`src/rtl/idecode.sv`:
```
// RV32I decode stage: main/ALU decoders, immediate extension, register file and ID/EX register.
// Optional macro IDECODE_BYPASS_EN: same-edge writeback data is forwarded through the read ports.
module idecode #(
  parameter int NREGS    = 32,
  parameter bit RF_RESET = 1'b1
) (
  input  logic        clk,
  input  logic        reset,
  input  logic [31:0] InstrD,
  input  logic [31:0] PCD,
  input  logic [31:0] PCPlus4D,
  input  logic        FlushE,
  input  logic        RegWriteW,
  input  logic [4:0]  RdW,
  input  logic [31:0] ResultW,
  output logic [4:0]  Rs1D,
  output logic [4:0]  Rs2D,
  output logic        RegWriteE,
  output logic [1:0]  ResultSrcE,
  output logic        MemWriteE,
  output logic        JumpE,
  output logic        BranchE,
  output logic [2:0]  ALUControlE,
  output logic        ALUSrcE,
  output logic [31:0] RD1E,
  output logic [31:0] RD2E,
  output logic [31:0] PCE,
  output logic [31:0] ImmExtE,
  output logic [4:0]  Rs1E,
  output logic [4:0]  Rs2E,
  output logic [4:0]  RdE,
  output logic [31:0] PCPlus4E,
  output logic        IllegalE
);

  localparam int AW = $clog2(NREGS);

  localparam logic [6:0] OP_LW   = 7'b0000011;
  localparam logic [6:0] OP_SW   = 7'b0100011;
  localparam logic [6:0] OP_R    = 7'b0110011;
  localparam logic [6:0] OP_IALU = 7'b0010011;
  localparam logic [6:0] OP_BEQ  = 7'b1100011;
  localparam logic [6:0] OP_JAL  = 7'b1101111;

  localparam logic [2:0] ALU_ADD = 3'b000;
  localparam logic [2:0] ALU_SUB = 3'b001;
  localparam logic [2:0] ALU_AND = 3'b010;
  localparam logic [2:0] ALU_OR  = 3'b011;
  localparam logic [2:0] ALU_SLT = 3'b101;

  typedef enum logic [2:0] {
    IMM_NONE = 3'd0,
    IMM_I    = 3'd1,
    IMM_S    = 3'd2,
    IMM_B    = 3'd3,
    IMM_J    = 3'd4
  } imm_src_e;

  typedef struct packed {
    logic        reg_write;
    logic [1:0]  result_src;
    logic        mem_write;
    logic        jump;
    logic        branch;
    logic [2:0]  alu_control;
    logic        alu_src;
    logic [31:0] rd1;
    logic [31:0] rd2;
    logic [31:0] pc;
    logic [31:0] imm_ext;
    logic [4:0]  rs1;
    logic [4:0]  rs2;
    logic [4:0]  rd;
    logic [31:0] pc_plus4;
    logic        illegal;
  } idex_t;

  logic [6:0]    w_opcode;
  logic [2:0]    w_funct3;
  logic          w_funct7b5;
  logic [AW-1:0] w_rs1_idx;
  logic [AW-1:0] w_rs2_idx;
  logic [AW-1:0] w_rd_idx;
  logic          w_rf_we;

  assign w_opcode   = InstrD[6:0];
  assign w_funct3   = InstrD[14:12];
  assign w_funct7b5 = InstrD[30];
  assign Rs1D       = InstrD[19:15];
  assign Rs2D       = InstrD[24:20];
  assign w_rs1_idx  = AW'(InstrD[19:15]);
  assign w_rs2_idx  = AW'(InstrD[24:20]);
  assign w_rd_idx   = AW'(RdW);
  assign w_rf_we    = RegWriteW && (RdW != 5'd0) && (w_rd_idx != '0);

  // Register file; entry 0 is never written, so it stays at its reset/initial value and reads are forced to 0.
  logic [31:0] r_rf [NREGS];

  generate
    if (RF_RESET) begin : g_rf_rst
      always_ff @(posedge clk or negedge reset) begin
        if (!reset) begin
          for (int i = 0; i < NREGS; i++) r_rf[i] <= '0;
        end else if (w_rf_we) begin
          r_rf[w_rd_idx] <= ResultW;
        end
      end
    end else begin : g_rf_norst
      always_ff @(posedge clk) begin
        if (w_rf_we) r_rf[w_rd_idx] <= ResultW;
      end
    end
  endgenerate

  logic [31:0] w_rd1;
  logic [31:0] w_rd2;

  always_comb begin
    w_rd1 = (Rs1D == 5'd0) ? 32'd0 : r_rf[w_rs1_idx];
    w_rd2 = (Rs2D == 5'd0) ? 32'd0 : r_rf[w_rs2_idx];
`ifdef IDECODE_BYPASS_EN
    if (w_rf_we && (RdW == Rs1D)) w_rd1 = ResultW;
    if (w_rf_we && (RdW == Rs2D)) w_rd2 = ResultW;
`endif
  end

  // Main decoder.
  logic     w_reg_write;
  logic [1:0] w_result_src;
  logic     w_mem_write;
  logic     w_jump;
  logic     w_branch;
  logic     w_alu_src;
  logic [1:0] w_alu_op;
  imm_src_e w_imm_src;
  logic     w_illegal_op;

  always_comb begin
    w_reg_write  = 1'b0;
    w_result_src = 2'b00;
    w_mem_write  = 1'b0;
    w_jump       = 1'b0;
    w_branch     = 1'b0;
    w_alu_src    = 1'b0;
    w_alu_op     = 2'b00;
    w_imm_src    = IMM_NONE;
    w_illegal_op = 1'b0;
    case (w_opcode)
      OP_LW: begin
        w_reg_write  = 1'b1;
        w_imm_src    = IMM_I;
        w_alu_src    = 1'b1;
        w_result_src = 2'b01;
      end
      OP_SW: begin
        w_mem_write = 1'b1;
        w_imm_src   = IMM_S;
        w_alu_src   = 1'b1;
      end
      OP_R: begin
        w_reg_write = 1'b1;
        w_alu_op    = 2'b10;
      end
      OP_IALU: begin
        w_reg_write = 1'b1;
        w_imm_src   = IMM_I;
        w_alu_src   = 1'b1;
        w_alu_op    = 2'b10;
      end
      OP_BEQ: begin
        w_branch  = 1'b1;
        w_imm_src = IMM_B;
        w_alu_op  = 2'b01;
      end
      OP_JAL: begin
        w_reg_write  = 1'b1;
        w_jump       = 1'b1;
        w_imm_src    = IMM_J;
        w_result_src = 2'b10;
      end
      default: w_illegal_op = 1'b1;
    endcase
  end

  // ALU decoder; unsupported funct3 under ALUOp 10 marks the instruction illegal.
  logic [2:0] w_alu_control;
  logic       w_illegal_f3;

  always_comb begin
    w_alu_control = ALU_ADD;
    w_illegal_f3  = 1'b0;
    case (w_alu_op)
      2'b01: w_alu_control = ALU_SUB;
      2'b10: begin
        case (w_funct3)
          3'b000:  w_alu_control = ((w_opcode == OP_R) && w_funct7b5) ? ALU_SUB : ALU_ADD;
          3'b010:  w_alu_control = ALU_SLT;
          3'b110:  w_alu_control = ALU_OR;
          3'b111:  w_alu_control = ALU_AND;
          default: w_illegal_f3  = 1'b1;
        endcase
      end
      default: w_alu_control = ALU_ADD;
    endcase
  end

  logic [31:0] w_imm_ext;

  always_comb begin
    w_imm_ext = 32'd0;
    case (w_imm_src)
      IMM_I:   w_imm_ext = {{20{InstrD[31]}}, InstrD[31:20]};
      IMM_S:   w_imm_ext = {{20{InstrD[31]}}, InstrD[31:25], InstrD[11:7]};
      IMM_B:   w_imm_ext = {{20{InstrD[31]}}, InstrD[7], InstrD[30:25], InstrD[11:8], 1'b0};
      IMM_J:   w_imm_ext = {{12{InstrD[31]}}, InstrD[19:12], InstrD[20], InstrD[30:21], 1'b0};
      default: w_imm_ext = 32'd0;
    endcase
  end

  logic  w_illegal;
  idex_t w_next;

  assign w_illegal = w_illegal_op || w_illegal_f3;

  always_comb begin
    w_next             = '0;
    w_next.reg_write   = w_reg_write  && !w_illegal;
    w_next.result_src  = w_illegal ? 2'b00 : w_result_src;
    w_next.mem_write   = w_mem_write  && !w_illegal;
    w_next.jump        = w_jump       && !w_illegal;
    w_next.branch      = w_branch     && !w_illegal;
    w_next.alu_control = w_illegal ? ALU_ADD : w_alu_control;
    w_next.alu_src     = w_alu_src    && !w_illegal;
    w_next.rd1         = w_rd1;
    w_next.rd2         = w_rd2;
    w_next.pc          = PCD;
    w_next.imm_ext     = w_imm_ext;
    w_next.rs1         = Rs1D;
    w_next.rs2         = Rs2D;
    w_next.rd          = InstrD[11:7];
    w_next.pc_plus4    = PCPlus4D;
    w_next.illegal     = w_illegal;
  end

  // ID/EX register; a flush loads an all-zero bubble.
  idex_t r_idex;

  always_ff @(posedge clk or negedge reset) begin
    if (!reset) begin
      r_idex <= '0;
    end else if (FlushE) begin
      r_idex <= '0;
    end else begin
      r_idex <= w_next;
    end
  end

  assign RegWriteE   = r_idex.reg_write;
  assign ResultSrcE  = r_idex.result_src;
  assign MemWriteE   = r_idex.mem_write;
  assign JumpE       = r_idex.jump;
  assign BranchE     = r_idex.branch;
  assign ALUControlE = r_idex.alu_control;
  assign ALUSrcE     = r_idex.alu_src;
  assign RD1E        = r_idex.rd1;
  assign RD2E        = r_idex.rd2;
  assign PCE         = r_idex.pc;
  assign ImmExtE     = r_idex.imm_ext;
  assign Rs1E        = r_idex.rs1;
  assign Rs2E        = r_idex.rs2;
  assign RdE         = r_idex.rd;
  assign PCPlus4E    = r_idex.pc_plus4;
  assign IllegalE    = r_idex.illegal;

endmodule

```
`config.mk`:
```
export PLATFORM = sky130hd
export DESIGN_NAME = idecode
export DESIGN_NICKNAME = d
export VERILOG_FILES = /design/src/rtl/idecode.sv
export SDC_FILE = /design/constraint.sdc
export NUM_CORES = 2
export LEC_CHECK = 0
export ABC_AREA = 1
export CELL_PAD_IN_SITES_DETAIL_PLACEMENT = 1
export CELL_PAD_IN_SITES_GLOBAL_PLACEMENT = 2
export CORE_ASPECT_RATIO = 0.5
export CORE_UTILIZATION = 32
export DETAILED_ROUTE_END_ITERATION = 8
export HOLD_SLACK_MARGIN = 0.06
export PLACE_DENSITY_LB_ADDON = 0.1
export SLEW_MARGIN = 20
export SYNTH_ARGS = -nofsm -noshare
export SYNTH_HDL_FRONTEND = slang
export SYNTH_SLANG_ARGS = --single-unit
```
`constraint.sdc`:
```
create_clock -name clk -period 1.1 [get_ports clk]
set_input_delay 0.22 -clock clk [delete_from_list [all_inputs] [get_ports clk]]
set_output_delay 0.22 -clock clk [all_outputs]
set_load 0.005 [all_outputs]
```
==> impl_metrics.py <==
metrics = {
    "status": {
        "status": "finished with violations",
        "violations": "negative setup slack",
    },
    "worst_setup_path": {
        "r2r_setup_slack_ns": -0.22,
        "criticalPathCategory": "reg -> out",
        "cp.required_ns": 0.88,
        "critPathArrivalTime_ns": 1.61,
        "cp-endpoint": "ImmExtE[31]",
        "rr_endpoint": "RD1E[10]$_DFF_PN0_",
        "setup.worst_path.start": "ImmExtE[30]$_DFF_PN0_",
        "r2r_start": "r_rf[426]$_DFFE_PN0P_",
        "r2r_cells": 8,
        "worst_setup_path_end_kind": "output port",
        "path_max_fanout": 4,
        "cp-start-kind": "register",
    },
    "clock_network": {
        "root_buffer": "clkbuf_16",
        "cts.sinks": 1198,
        "worstSkewPairLatency_ns": 0.82,
        "cts_tree": "done",
        "htreeDepth": 4,
        "clk_pin_slew_ns": 0.06,
        "cts_buffer_depth": 4,
        "cts_buffers": 140,
    },
    "yosys": {
        "yosys.area_share.adder_pct": 0.0395,
        "synth_compound_area_share_pct": 13.0,
        "synth_top_family_by_area": "simple AND/OR/NAND/NOR gates",
        "yosys_register_bits": 1198,
        "synthMuxAreaShare_pct": 0,
        "ys_types": 27,
        "netlist.area_leader.share_pct": 47.3,
        "synthArstFlopShare_pct": 100,
        "synth_warnings": 0,
        "syn_nets": 9023,
        "synth_commonest_cells": "nand2_1 (2,998), nand3_1 (1,227), dfrtp_1 (1,198), o21ai_0 (1,022), inv_1 (715)",
        "netlist_area_um2": 63400,
        "yosys.area_share.simple_pct": 30.5,
        "synth-edff-count": 0,
        "yosys.area_share.xor_xnor_pct": 0,
        "synthFlopType": "dfrtp_1",
        "yosysMostFrequentCell": "nand2_1",
        "synth_cells": 8884,
        "synthTopCellsByArea": "dfrtp_1 (47%), nand2_1 (18%), nand3_1 (9.7%), o21ai_0 (8.1%), inv_1 (4.2%)",
        "synth_top_area_cell": "dfrtp_1",
        "synth.avg_cell_area_um2": 7.14,
        "ys_seq_area_share_pct": 47.3,
    },
    "sta": {
        "final_hold_viol_count": 0,
        "relSlewSlack_pct": 58.8,
        "finalSetupViolCount": 252,
        "finalWorstSetupSlack_ns": -0.732,
        "maxSlewViolCount": 0,
        "fin_crit_ns": 1.83,
        "rsz0062_at_grt": "true",
        "min_period_over_period_pct": 167,
        "worst-slew-pin-transition_ns": 0.619,
        "fmax_mhz": 546,
        "finClkSkew_ns": 0.0423,
    },
    "global_routing": {
        "antenna_found_initial": 16,
        "grt_pass1_vias": 68400,
        "grt_pass1_wl_um": 471000,
        "grt_start_max_net_pins": 66,
        "track_usage_pct": 31.6,
        "overflow": 0,
    },
    "floorplan": {
        "io_pins": 333,
        "die_area_um2": 200000,
        "die_w_um": 631,
        "initial_core_util_pct": 32.2,
        "coreArea_um2": 197000,
        "rows": 115,
        "dieHeight_um": 317,
    },
    "drt": {
        "dr.pass1.iters": 5,
        "drtIter0Drc": 5426,
        "ant_nets": 0,
        "wl_per_cell_um": 24.9,
        "postRouteWirelength_um": 321000,
        "viasPerCell": 5.26,
        "vias": 67800,
        "drc_errors": 0,
    },
    "min_path": {
        "min-delay-start": "InstrD[23]",
        "hp-class": "in -> reg",
        "whs_path_depth": 5,
    },
    "placed_design": {
        "place.gp.congestion": 0.847,
        "placedCellCount": 12500,
        "io_buffers": 332,
        "place_hpwl_um": 213000,
    },
    "finish": {
        "drive_above_1_share_pct": 26.8,
        "syn2layout_area_growth_pct": 43.9,
        "final_cells": 12900,
        "fillers": 23400,
        "post-route-util_pct": 46.4,
        "layout.nets": 10300,
    },
    "power": {
        "power_w": 0.145,
        "ir_drop_mv": 0.889,
        "power.density_nw_per_um2": 1590,
        "leakagePower_nw": 44.5,
    },
    "run": {
        "drv_cap": 0,
    },
}
-- final cells by class --
type	instances	area, um2	area share, %
clock inverter	47	633	0.694
inverter	726	2840	3.11
timing repair buffer	1897	19500	21.4
tap	2632	3290	3.61
sequential	1198	30000	32.9
multi-input combinational	6200	30900	33.8
clock buffer	188	4060	4.45
antenna	5	12.5	0.0137
-- cell families (layout without fill, tap and decap cells) --
kind of cell / Yosys count / count (layout)
simple gates: 4705 / 4705
fa+ha+maj: 2 / 2
flops: 1198 / 1198
other cells: 0 / 5
buf+inv: 1486 / 2858
compound gates: 1493 / 1493
-- state kept, by name (all words and copies together) (netlist names), 3 cells and up --
name	count
RD1E	32
Rs1E	5
ALUControlE	3
PCE	32
RD2E	32
PCPlus4E	32
r_rf	1024
Rs2E	5
ImmExtE	21
RdE	5
-- worst min-delay path by stage --
stage / endpoint / slack (ns)
after floorplan: ALUControlE[0]$_DFF_PN0_ / -0.08
after global placement: r_rf[137]$_DFFE_PN0P_ / 0.08
after detailed placement: r_rf[137]$_DFFE_PN0P_ / 0.08
after CTS: ALUControlE[1]$_DFF_PN0_ / 0.04
after global routing: RD2E[30]$_DFF_PN0_ / 0.06
final: RD2E[30]$_DFF_PN0_ / 0.05
-- worst max-delay path, cell delays in order, from the launching register on --
cell	delay [ns]
dfrtp_2	0.45
buf_16	0.15
buf_8	0.12
buf_6	0.11
-- cell usage in the layout (no fill, tap or decap), types with 19 or more instances in the layout --
cell / synthesis / layout
buf_2: 119 / 128
nor2_4: 0 / 54
nor2_2: 4 / 62
a21oi_2: 0 / 33
buf_12: 0 / 341
inv_1: 715 / 609
buf_4: 22 / 1062
nor2_1: 436 / 324
o211ai_1: 304 / 304
nand3_2: 0 / 310
o21ai_0: 1022 / 809
or2_4: 0 / 19
nand2_2: 0 / 178
o21ai_1: 78 / 283
a21oi_1: 83 / 46
nand2_4: 0 / 30
clkbuf_8: 0 / 29
clkdlybuf4s50_1: 0 / 117
dfrtp_1: 1198 / 1189
dlygate4sd3_1: 0 / 84
clkbuf_16: 0 / 148
nand2_1: 2998 / 2784
clkinv_2: 0 / 28
nand3_1: 1227 / 912
buf_6: 0 / 128
inv_2: 8 / 104
-- through the flow --
step | setup TNS [ns] | hold slack, ns | setup slack [ns] | area [um2]
floorplan | -104.21 | -0.0756 | -0.264 | 65600
global placement | -891.68 | 0.0845 | -1.12 | 81900
detailed placement | -909.73 | 0.0812 | -1.15 | 81900
CTS | -109.63 | 0.0438 | -0.783 | 89000
global route | -113.08 | 0.0644 | -0.783 | 91200
finish | -103.59 | 0.0474 | -0.732 | 91300
-- power by group --
part | switching, W | internal (W)
sequential | 0.00499 | 0.0515
combinational | 0.0204 | 0.0178
clock | 0.0208 | 0.0293
total | 0.0462 | 0.0986
-- what timing repair did --
| item | CTS | global route |
|---|---|---|
| resized for setup | 1317 | 502 |
| buffers inserted | 68 | 66 |
| setup endpoints to repair | 542 | 715 |
| cloned | 5 | 2 |
| endpoints found under the hold margin | 1314 | 33 |
| pin swaps | 340 | 395 |
| hold buffers | 84 | 5 |
-- metal layers --
layer / part of all wire [%] / vias up / GRT usage (%)
li1: - / 31200 / -
met1: 48 / 34500 / 45.9
met2: 44 / 1660 / 49.7
met3: 5.4 / 448 / 4.58
met4: 2.6 / 8 / 7.35
met5: 0.019 / - / 0
Power figures use the tool's default switching activity.
